`config.mk`:
```
export PLATFORM = sky130hd
export DESIGN_NAME = layer_color_mapper
export DESIGN_NICKNAME = d
export VERILOG_FILES = /design/src/rtl/color_pkg.sv /design/src/rtl/palette_regs.sv /design/src/rtl/layer_color_mapper.sv
export SDC_FILE = /design/constraint.sdc
export NUM_CORES = 1
export LEC_CHECK = 0
export CORE_MARGIN = 4
export CORE_UTILIZATION = 58
export DETAILED_ROUTE_END_ITERATION = 10
export PLACE_DENSITY = 0.81
export SYNTH_ARGS = -nofsm -noshare
export SYNTH_HDL_FRONTEND = slang
export SYNTH_SLANG_ARGS = --single-unit
```
`constraint.sdc`:
```
create_clock -name Clk -period 10.1 [get_ports Clk]
set_input_delay 2.02 -clock Clk [delete_from_list [all_inputs] [get_ports Clk]]
set_output_delay 2.02 -clock Clk [all_outputs]
set_load 0.01 [all_outputs]
```
`src/rtl/color_pkg.sv`:
```
// rtl/color_pkg.sv - shared colour types, default parameters and index-width helper
package color_pkg;

    localparam int DEF_COLOR_W      = 4;
    localparam int DEF_NUM_LAYERS   = 3;
    localparam int DEF_PAL_DEPTH    = 16;
    localparam int DEF_BLINK_FRAMES = 30;

    typedef struct packed {
        logic [DEF_COLOR_W-1:0] r;
        logic [DEF_COLOR_W-1:0] g;
        logic [DEF_COLOR_W-1:0] b;
    } rgb_t;

    // Palette index width; a one-entry palette still needs a 1-bit address.
    function automatic int idx_w(input int depth);
        return (depth > 1) ? $clog2(depth) : 1;
    endfunction

endpackage

```
`src/rtl/palette_regs.sv`:
```
// rtl/palette_regs.sv - register-file palette with a registered, blanking read port
module palette_regs
    import color_pkg::*;
#(
    parameter int COLOR_W   = DEF_COLOR_W,
    parameter int PAL_DEPTH = DEF_PAL_DEPTH,
    parameter int IDX_W     = idx_w(DEF_PAL_DEPTH)
) (
    input  logic                 clk,
    input  logic                 rst,
    input  logic                 we,
    input  logic [IDX_W-1:0]     waddr,
    input  logic [3*COLOR_W-1:0] wdata,
    input  logic                 rd_valid,
    input  logic [IDX_W-1:0]     raddr,
    output logic [3*COLOR_W-1:0] rdata
);

    logic [3*COLOR_W-1:0] pal [PAL_DEPTH];

    // The read samples the pre-edge contents, so a same-edge write is seen one cycle later.
    always_ff @(posedge clk or posedge rst) begin
        if (rst) begin
            for (int i = 0; i < PAL_DEPTH; i++) begin
                pal[i] <= '0;
            end
            rdata <= '0;
        end else begin
            if (we) begin
                pal[waddr] <= wdata;
            end
            rdata <= rd_valid ? pal[raddr] : '0;
        end
    end

endmodule

```
`src/rtl/layer_color_mapper.sv`:
```
// rtl/layer_color_mapper.sv - priority layer select, blink and palette lookup, 2-cycle pixel pipeline
module layer_color_mapper
    import color_pkg::*;
#(
    parameter int  COLOR_W      = DEF_COLOR_W,
    parameter int  NUM_LAYERS   = DEF_NUM_LAYERS,
    parameter int  PAL_DEPTH    = DEF_PAL_DEPTH,
    parameter int  BLINK_FRAMES = DEF_BLINK_FRAMES,
    localparam int IDX_W        = idx_w(PAL_DEPTH)
) (
    input  logic                        Clk,
    input  logic                        Reset,
    input  logic                        frame_start,
    input  logic                        pix_valid,
    input  logic [9:0]                  DrawX,
    input  logic [9:0]                  DrawY,
    input  logic [NUM_LAYERS-1:0]       layer_hit,
    input  logic [NUM_LAYERS*IDX_W-1:0] layer_idx,
    input  logic [NUM_LAYERS-1:0]       blink_en,
    input  logic                        inverse,
    input  logic                        pal_we,
    input  logic [IDX_W-1:0]            pal_waddr,
    input  logic [3*COLOR_W-1:0]        pal_wdata,
    output logic [COLOR_W-1:0]          VGA_R,
    output logic [COLOR_W-1:0]          VGA_G,
    output logic [COLOR_W-1:0]          VGA_B,
    output logic                        pix_valid_out,
    output logic [9:0]                  DrawX_out,
    output logic [9:0]                  DrawY_out
);

    localparam int CNT_W = $clog2(BLINK_FRAMES + 1);

    logic [CNT_W-1:0]      blink_cnt;
    logic                  blink_phase;
    logic [NUM_LAYERS-1:0] active;
    logic                  any_hit;
    logic                  is_fore;
    logic [IDX_W-1:0]      winner_idx;
    logic [IDX_W-1:0]      sel_idx;

    logic                  valid_s1;
    logic [IDX_W-1:0]      idx_s1;
    logic [9:0]            x_s1;
    logic [9:0]            y_s1;
    logic [3*COLOR_W-1:0]  rgb_s2;

    always_ff @(posedge Clk or posedge Reset) begin
        if (Reset) begin
            blink_cnt   <= '0;
            blink_phase <= 1'b0;
        end else if (frame_start) begin
            if (blink_cnt == CNT_W'(BLINK_FRAMES - 1)) begin
                blink_cnt   <= '0;
                blink_phase <= ~blink_phase;
            end else begin
                blink_cnt <= blink_cnt + 1'b1;
            end
        end
    end

    // Walking from the top index down lets the lowest active layer overwrite last and win.
    always_comb begin
        active     = layer_hit & ~(blink_en & {NUM_LAYERS{blink_phase}});
        any_hit    = |active;
        is_fore    = any_hit ^ inverse;
        winner_idx = '0;
        for (int i = NUM_LAYERS - 1; i >= 0; i--) begin
            if (active[i]) begin
                winner_idx = layer_idx[i*IDX_W +: IDX_W];
            end
        end
        if (is_fore && any_hit) begin
            sel_idx = winner_idx;
        end else if (is_fore) begin
            sel_idx = IDX_W'(PAL_DEPTH - 1);
        end else begin
            sel_idx = '0;
        end
    end

    always_ff @(posedge Clk or posedge Reset) begin
        if (Reset) begin
            valid_s1      <= 1'b0;
            idx_s1        <= '0;
            x_s1          <= '0;
            y_s1          <= '0;
            pix_valid_out <= 1'b0;
            DrawX_out     <= '0;
            DrawY_out     <= '0;
        end else begin
            valid_s1      <= pix_valid;
            idx_s1        <= sel_idx;
            x_s1          <= DrawX;
            y_s1          <= DrawY;
            pix_valid_out <= valid_s1;
            DrawX_out     <= x_s1;
            DrawY_out     <= y_s1;
        end
    end

    palette_regs #(
        .COLOR_W   (COLOR_W),
        .PAL_DEPTH (PAL_DEPTH),
        .IDX_W     (IDX_W)
    ) u_palette (
        .clk      (Clk),
        .rst      (Reset),
        .we       (pal_we),
        .waddr    (pal_waddr),
        .wdata    (pal_wdata),
        .rd_valid (valid_s1),
        .raddr    (idx_s1),
        .rdata    (rgb_s2)
    );

    assign VGA_R = rgb_s2[3*COLOR_W-1 -: COLOR_W];
    assign VGA_G = rgb_s2[2*COLOR_W-1 -: COLOR_W];
    assign VGA_B = rgb_s2[COLOR_W-1:0];

endmodule

```
# Word level (Yosys, flattened, before mapping)
# Index checks and enable logic that the tools add are counted.
[op_classes]
add_sub_neg = 1
magnitude_cmp = 3
n_eq_ne = 1
mux = 13
bitwise_logic = 7
n_reduce_logical = 4
[op_table]
columns = ["op", "count"]
rows = [
  ["$bwmux W192", 1],
  ["$bmux W12 S4", 1],
  ["$demux W12 S4", 1],
  ["$mux W12", 4],
  ["$mux W4", 5],
  ["$ge A5 B5 Y1 const B", 2],
  ["$not A4 Y5", 2],
  ["$and A3 B3 Y3", 2],
  ["$add A5 B1 Y5 const B", 1],
  ["$eq A5 B5 Y1 const B", 1],
  ["$lt A5 B1 Y1 const B", 1],
  ["$mux W5", 1],
  ["$not A3 Y3", 1],
  ["$reduce_or A3 Y1", 1],
  ["$logic_and A1 B1 Y1", 2],
  ["$reduce_and A2 Y1", 1],
  ["$not A1 Y1", 1],
  ["$xor A1 B1 Y1", 1],
]
[totals]
reg_bits = 256
inputBits = 60
out_inout_bits = 33
word_cells = 55

# Depth between registers and ports, before layout
[logic_depth]
ltp_word = 7
mapped_depth = 7
mapped_depth_nobuf = 6

# By module
# A second synthesis with hierarchy kept.
[unflattened]
hier_cells = 764
area_unflattened_um2 = 10981.8
[modules_own_cells]
columns = ["module", "n_inst", "cells_each", "area_each_um2", "seq_area_each_um2"]
rows = [
  ["palette_regs", 1, 647, 9265.1, 5104.9],
  ["layer_color_mapper", 1, 117, 1716.6, 1301.2],
]

# Least setup slack after synthesis
# No wires, ideal clock.
[synth_timing]
kind = "input-to-reg"
from = "in pal_waddr[0]"
to = "reg u_palette.pal[36] (netlist name)"
setup_ns = 0.125
arrival_ns = 2.974
t_required_ns = 9.975
path_slack_ns = 7.001
path_stages = 4
n_path_buf = 1
cell_sequence = "nor3b_2 -> and3_1 -> buf_4 -> mux2_2"
[synth_between]
elab_chain_cells = 6
word_cells_on_any_way = 7
cone_classes = "order compare (2); mux (3); bitwise (1); reduce/logical (1)"
[synth_lines]
columns = ["item", "line", "rtl"]
rows = [
  ["from (decl)", "layer_color_mapper.sv:22", "input logic [IDX_W-1:0] pal_waddr,"],
  ["$not A4 Y5 (implied by the code) (*)", "palette_regs.sv:30", "pal[waddr] <= wdata;"],
  ["$ge A5 B5 Y1 (implied by the code) or $lt A5 B1 Y1 (tied branches)", "palette_regs.sv:30", ""],
  ["$logic_and A1 B1 Y1 (implied by the code)", "palette_regs.sv:30", ""],
  ["$mux W12 (implied by the code)", "palette_regs.sv:30", ""],
  ["$demux W12 S4 (*)", "palette_regs.sv:30", ""],
  ["$bwmux W192 (*)", "palette_regs.sv:30", ""],
  ["to (signal, indexed assignment)", "palette_regs.sv:30", ""],
  ["to (decl)", "palette_regs.sv:19", "logic [3*COLOR_W-1:0] pal [PAL_DEPTH];"],
]
# Every way passes the cells marked *; elsewhere a longest branch is shown, timed or not.
# A chain may end at the register's enable or synchronous reset.

==> impl_metrics.yaml <==
outcome:
  status: "complete, no violations"
drt:
  postRouteAntennaNets: 0
  drc: 0
  via_per_inst: 6.13
  drt_wl_total_um: 24400
  num_vias: 6457
  wire_per_inst_um: 23.2
  drt_iter0_markers: 488
  dr.pass1.iters: 5
cts:
  cts-root-buf: "clkbuf_16"
  cts_tree: "done"
  postCtsResizedCells: 0
  clk_pin_slew_ns: 0.06
  cts_made_buffers: 25
  hold_buffers: 0
  h-tree-depth: 1
  clockBufferDepth: 3
  post_cts_buffers: 0
  clk_latency_ns: 0.51
  cts.sinks: 256
cells_and_area:
  drive_above_1_share_pct: 30.9
  syn2layout_area_growth_pct: 17.0
  n_antenna_cell: 0
  layout.nets: 870
  post-route-util_pct: 69.9
  instances_no_fill: 1053
timing:
  tns_ns: 0
  slew_viol_final: 0
  fin_crit_sh_pct: 39.1
  hold_violations: 0
  rsz0062_at_grt: "false"
  finalSetupViolCount: 0
  clock.fmax_mhz: 253
  period_needed_ns: 3.95
  maxSlewHeadroom_pct: 24.7
  skew_ns: 0.00622
  worstMarginPinSlew_ns: 1.13
pwr:
  ir_drop_uv: 152
  p_leak_nw: 5.62
  power_density_nw_per_um2: 231
logic_synthesis:
  synth_edf_count: 0
  yosysTopAreaCellShare_pct: 58.9
  yosysTopAreaCell: "dfrtp_1"
  yosys_warnings: 0
  synth_fp_nets: 790
  synth_common_cells: "256 x dfrtp_1, 192 x mux2_2, 67 x mux2i_1"
  synthDistinctLibCells: 42
  ys.flop_type: "dfrtp_1"
  synth-seq-cells: 256
  synth.most_common_cell: "dfrtp_1"
  syn_area_per_cell_sq_um: 15.0
  synth-seq-area-share_pct: 58.9
  synth_async_sr_flop_share_pct: 100
  syn_area_sq_um: 10900
  synth_area_leaders: "dfrtp_1 59%, mux2_2 20%, mux2i_1 6.2%, mux4_1 2.4%, a22oi_1 1.4%"
  synthCells: 727
global_routing:
  grt_max_degree: 173
  grt_first_pass_wirelength_um: 39400
  first_global_vias: 7162
  grt.overflow.total: 0
  antenna_found_initial: 0
  gr-usage-all-layers_pct: 23.5
placement:
  gp_congestion: 0.797
  place_inst: 1009
  dp_hpwl_um: 14800
  numPortBuffers: 92
die:
  core_sq_um: 18200
  ios: 93
  initial_utilization_pct: 59.7
  die_h_um: 145
  die_x_um: 145
  die_area_sq_um: 21000
  rows: 49
setup_path:
  critPathKind: "in -> async"
  cp.required_ns: 10.58
  critPathMaxFanout: 172
  critPathLaunchType: "primary input"
  crit_arrival_ns: 4.43
  crit_path_end_kind: "asynchronous set/reset pin"
hold_path:
  hold_class: "reg -> reg"
job:
  drv_cap: 0
==> state kept, by name, indices dropped and copies added, names as in the netlist <==
signal	count
u_palette.pal	192
blink_phase	1
valid_s1	1
idx_s1	4
pix_valid_out	1
x_s1	10
blink_cnt	5
DrawY_out	10
DrawX_out	10
y_s1	10
u_palette.rdata	12
==> cell usage in the layout, fill, tap and decap left out, drive strengths merged <==
cell,Yosys,final
mux2i,67,67
nand3,1,1
a221oi,14,14
bufinv,0,6
dfrtp,256,256
or3,1,1
mux4,15,15
nor2b,2,2
a21oi,5,5
nand2b,9,9
nand2,30,30
a21boi,2,2
o2111ai,3,3
a311oi,2,2
clkdlybuf4s50,0,92
o22ai,9,9
nor3b,1,1
and2b,1,1
mux2,192,192
clkbuf,15,33
nand3b,3,3
inv,4,4
a22oi,20,20
and4,1,1
nand4,1,1
xnor2,1,1
o21ai,20,20
o211ai,1,1
nor2,11,11
and3,2,2
ha,3,3
and2,2,2
clkinv,0,5
buf,33,9
==> where the power goes <==
| group | total [W] | leakage (nW) | switching (W) | internal [W] |
|---|---|---|---|---|
| combinational | 0.000546 | 2.04 | 0.000235 | 0.000311 |
| sequential | 0.00137 | 3.12 | 0.000134 | 0.00124 |
| clock | 0.00102 | 0.452 | 0.000378 | 0.000642 |
==> worst max-delay path: stages <==
cell             delay, ns
clkdlybuf4s50_1       0.49
inv_8                 0.78
buf_4                 0.96
==> final timing paths <==
check                      slack [ns]                  to  cells past startpoint          from
max                              6.15   u_palette.pal[84]                      3         Reset
min                              0.35        DrawY_out[9]                      0       y_s1[9]
max reg2reg                      7.30  u_palette.rdata[4]                      4     idx_s1[0]
min reg2reg                      0.35        DrawY_out[9]                      0       y_s1[9]
max in group Clk                 6.38   u_palette.pal[50]                      4  pal_waddr[2]
min in group asynchronous        2.18             y_s1[3]                      2         Reset
==> stage by stage <==
| step | hold WS [ns] | area (sq um) | total power, W | worst slack [ns] |
|---|---|---|---|---|
| after global routing | 0.351 | 12700 | 0.00306 | 5.77 |
| after global placement | 0.333 | 11800 | 0.00188 | 5.70 |
| after CTS | 0.348 | 12700 | 0.00295 | 6.11 |
| after detailed placement | 0.335 | 11800 | 0.00193 | 5.58 |
| final | 0.347 | 12700 | 0.00294 | 6.15 |
| after floorplan | 0.331 | 10900 | 0.00176 | 1.04 |
==> logic make-up (layout without fill, tap and decap cells) <==
family / Yosys count / count (layout) / synth area share (%)
AND/OR/NAND/NOR: 65 / 65 / 2.93
buffers and inverters: 52 / 149 / 3.39
AO/OA/AOI/OAI: 76 / 76 / 4.84
adder cells (fa/ha/maj): 3 / 3 / 0.345
multiplexers: 274 / 274 / 29.5
flip-flops: 256 / 256 / 58.9
XOR/XNOR: 1 / 1 / 0.0805
==> per-layer routing <==
metal  share of wire [%]  global-route usage (%)  vias to the layer above
met2                  51                    40.4                      168
met4                 2.6                    7.13                        0
met3                 3.7                    2.68                       48
met5                   0                       0                        -
li1                    -                       -                     2821
met1                  43                    31.9                     3420
==> final cells by class <==
| cell class | count | area (sq um) |
|---|---|---|
| clock buffer | 33 | 706 |
| clock inverter | 11 | 205 |
| fill | 1199 | 5480 |
| inverter | 4 | 22.5 |
| multi-input combinational | 419 | 4110 |
| sequential | 256 | 6410 |
| tap | 229 | 287 |
| timing repair buffer | 101 | 988 |
No activity file was read; power rests on OpenSTA's default activity.
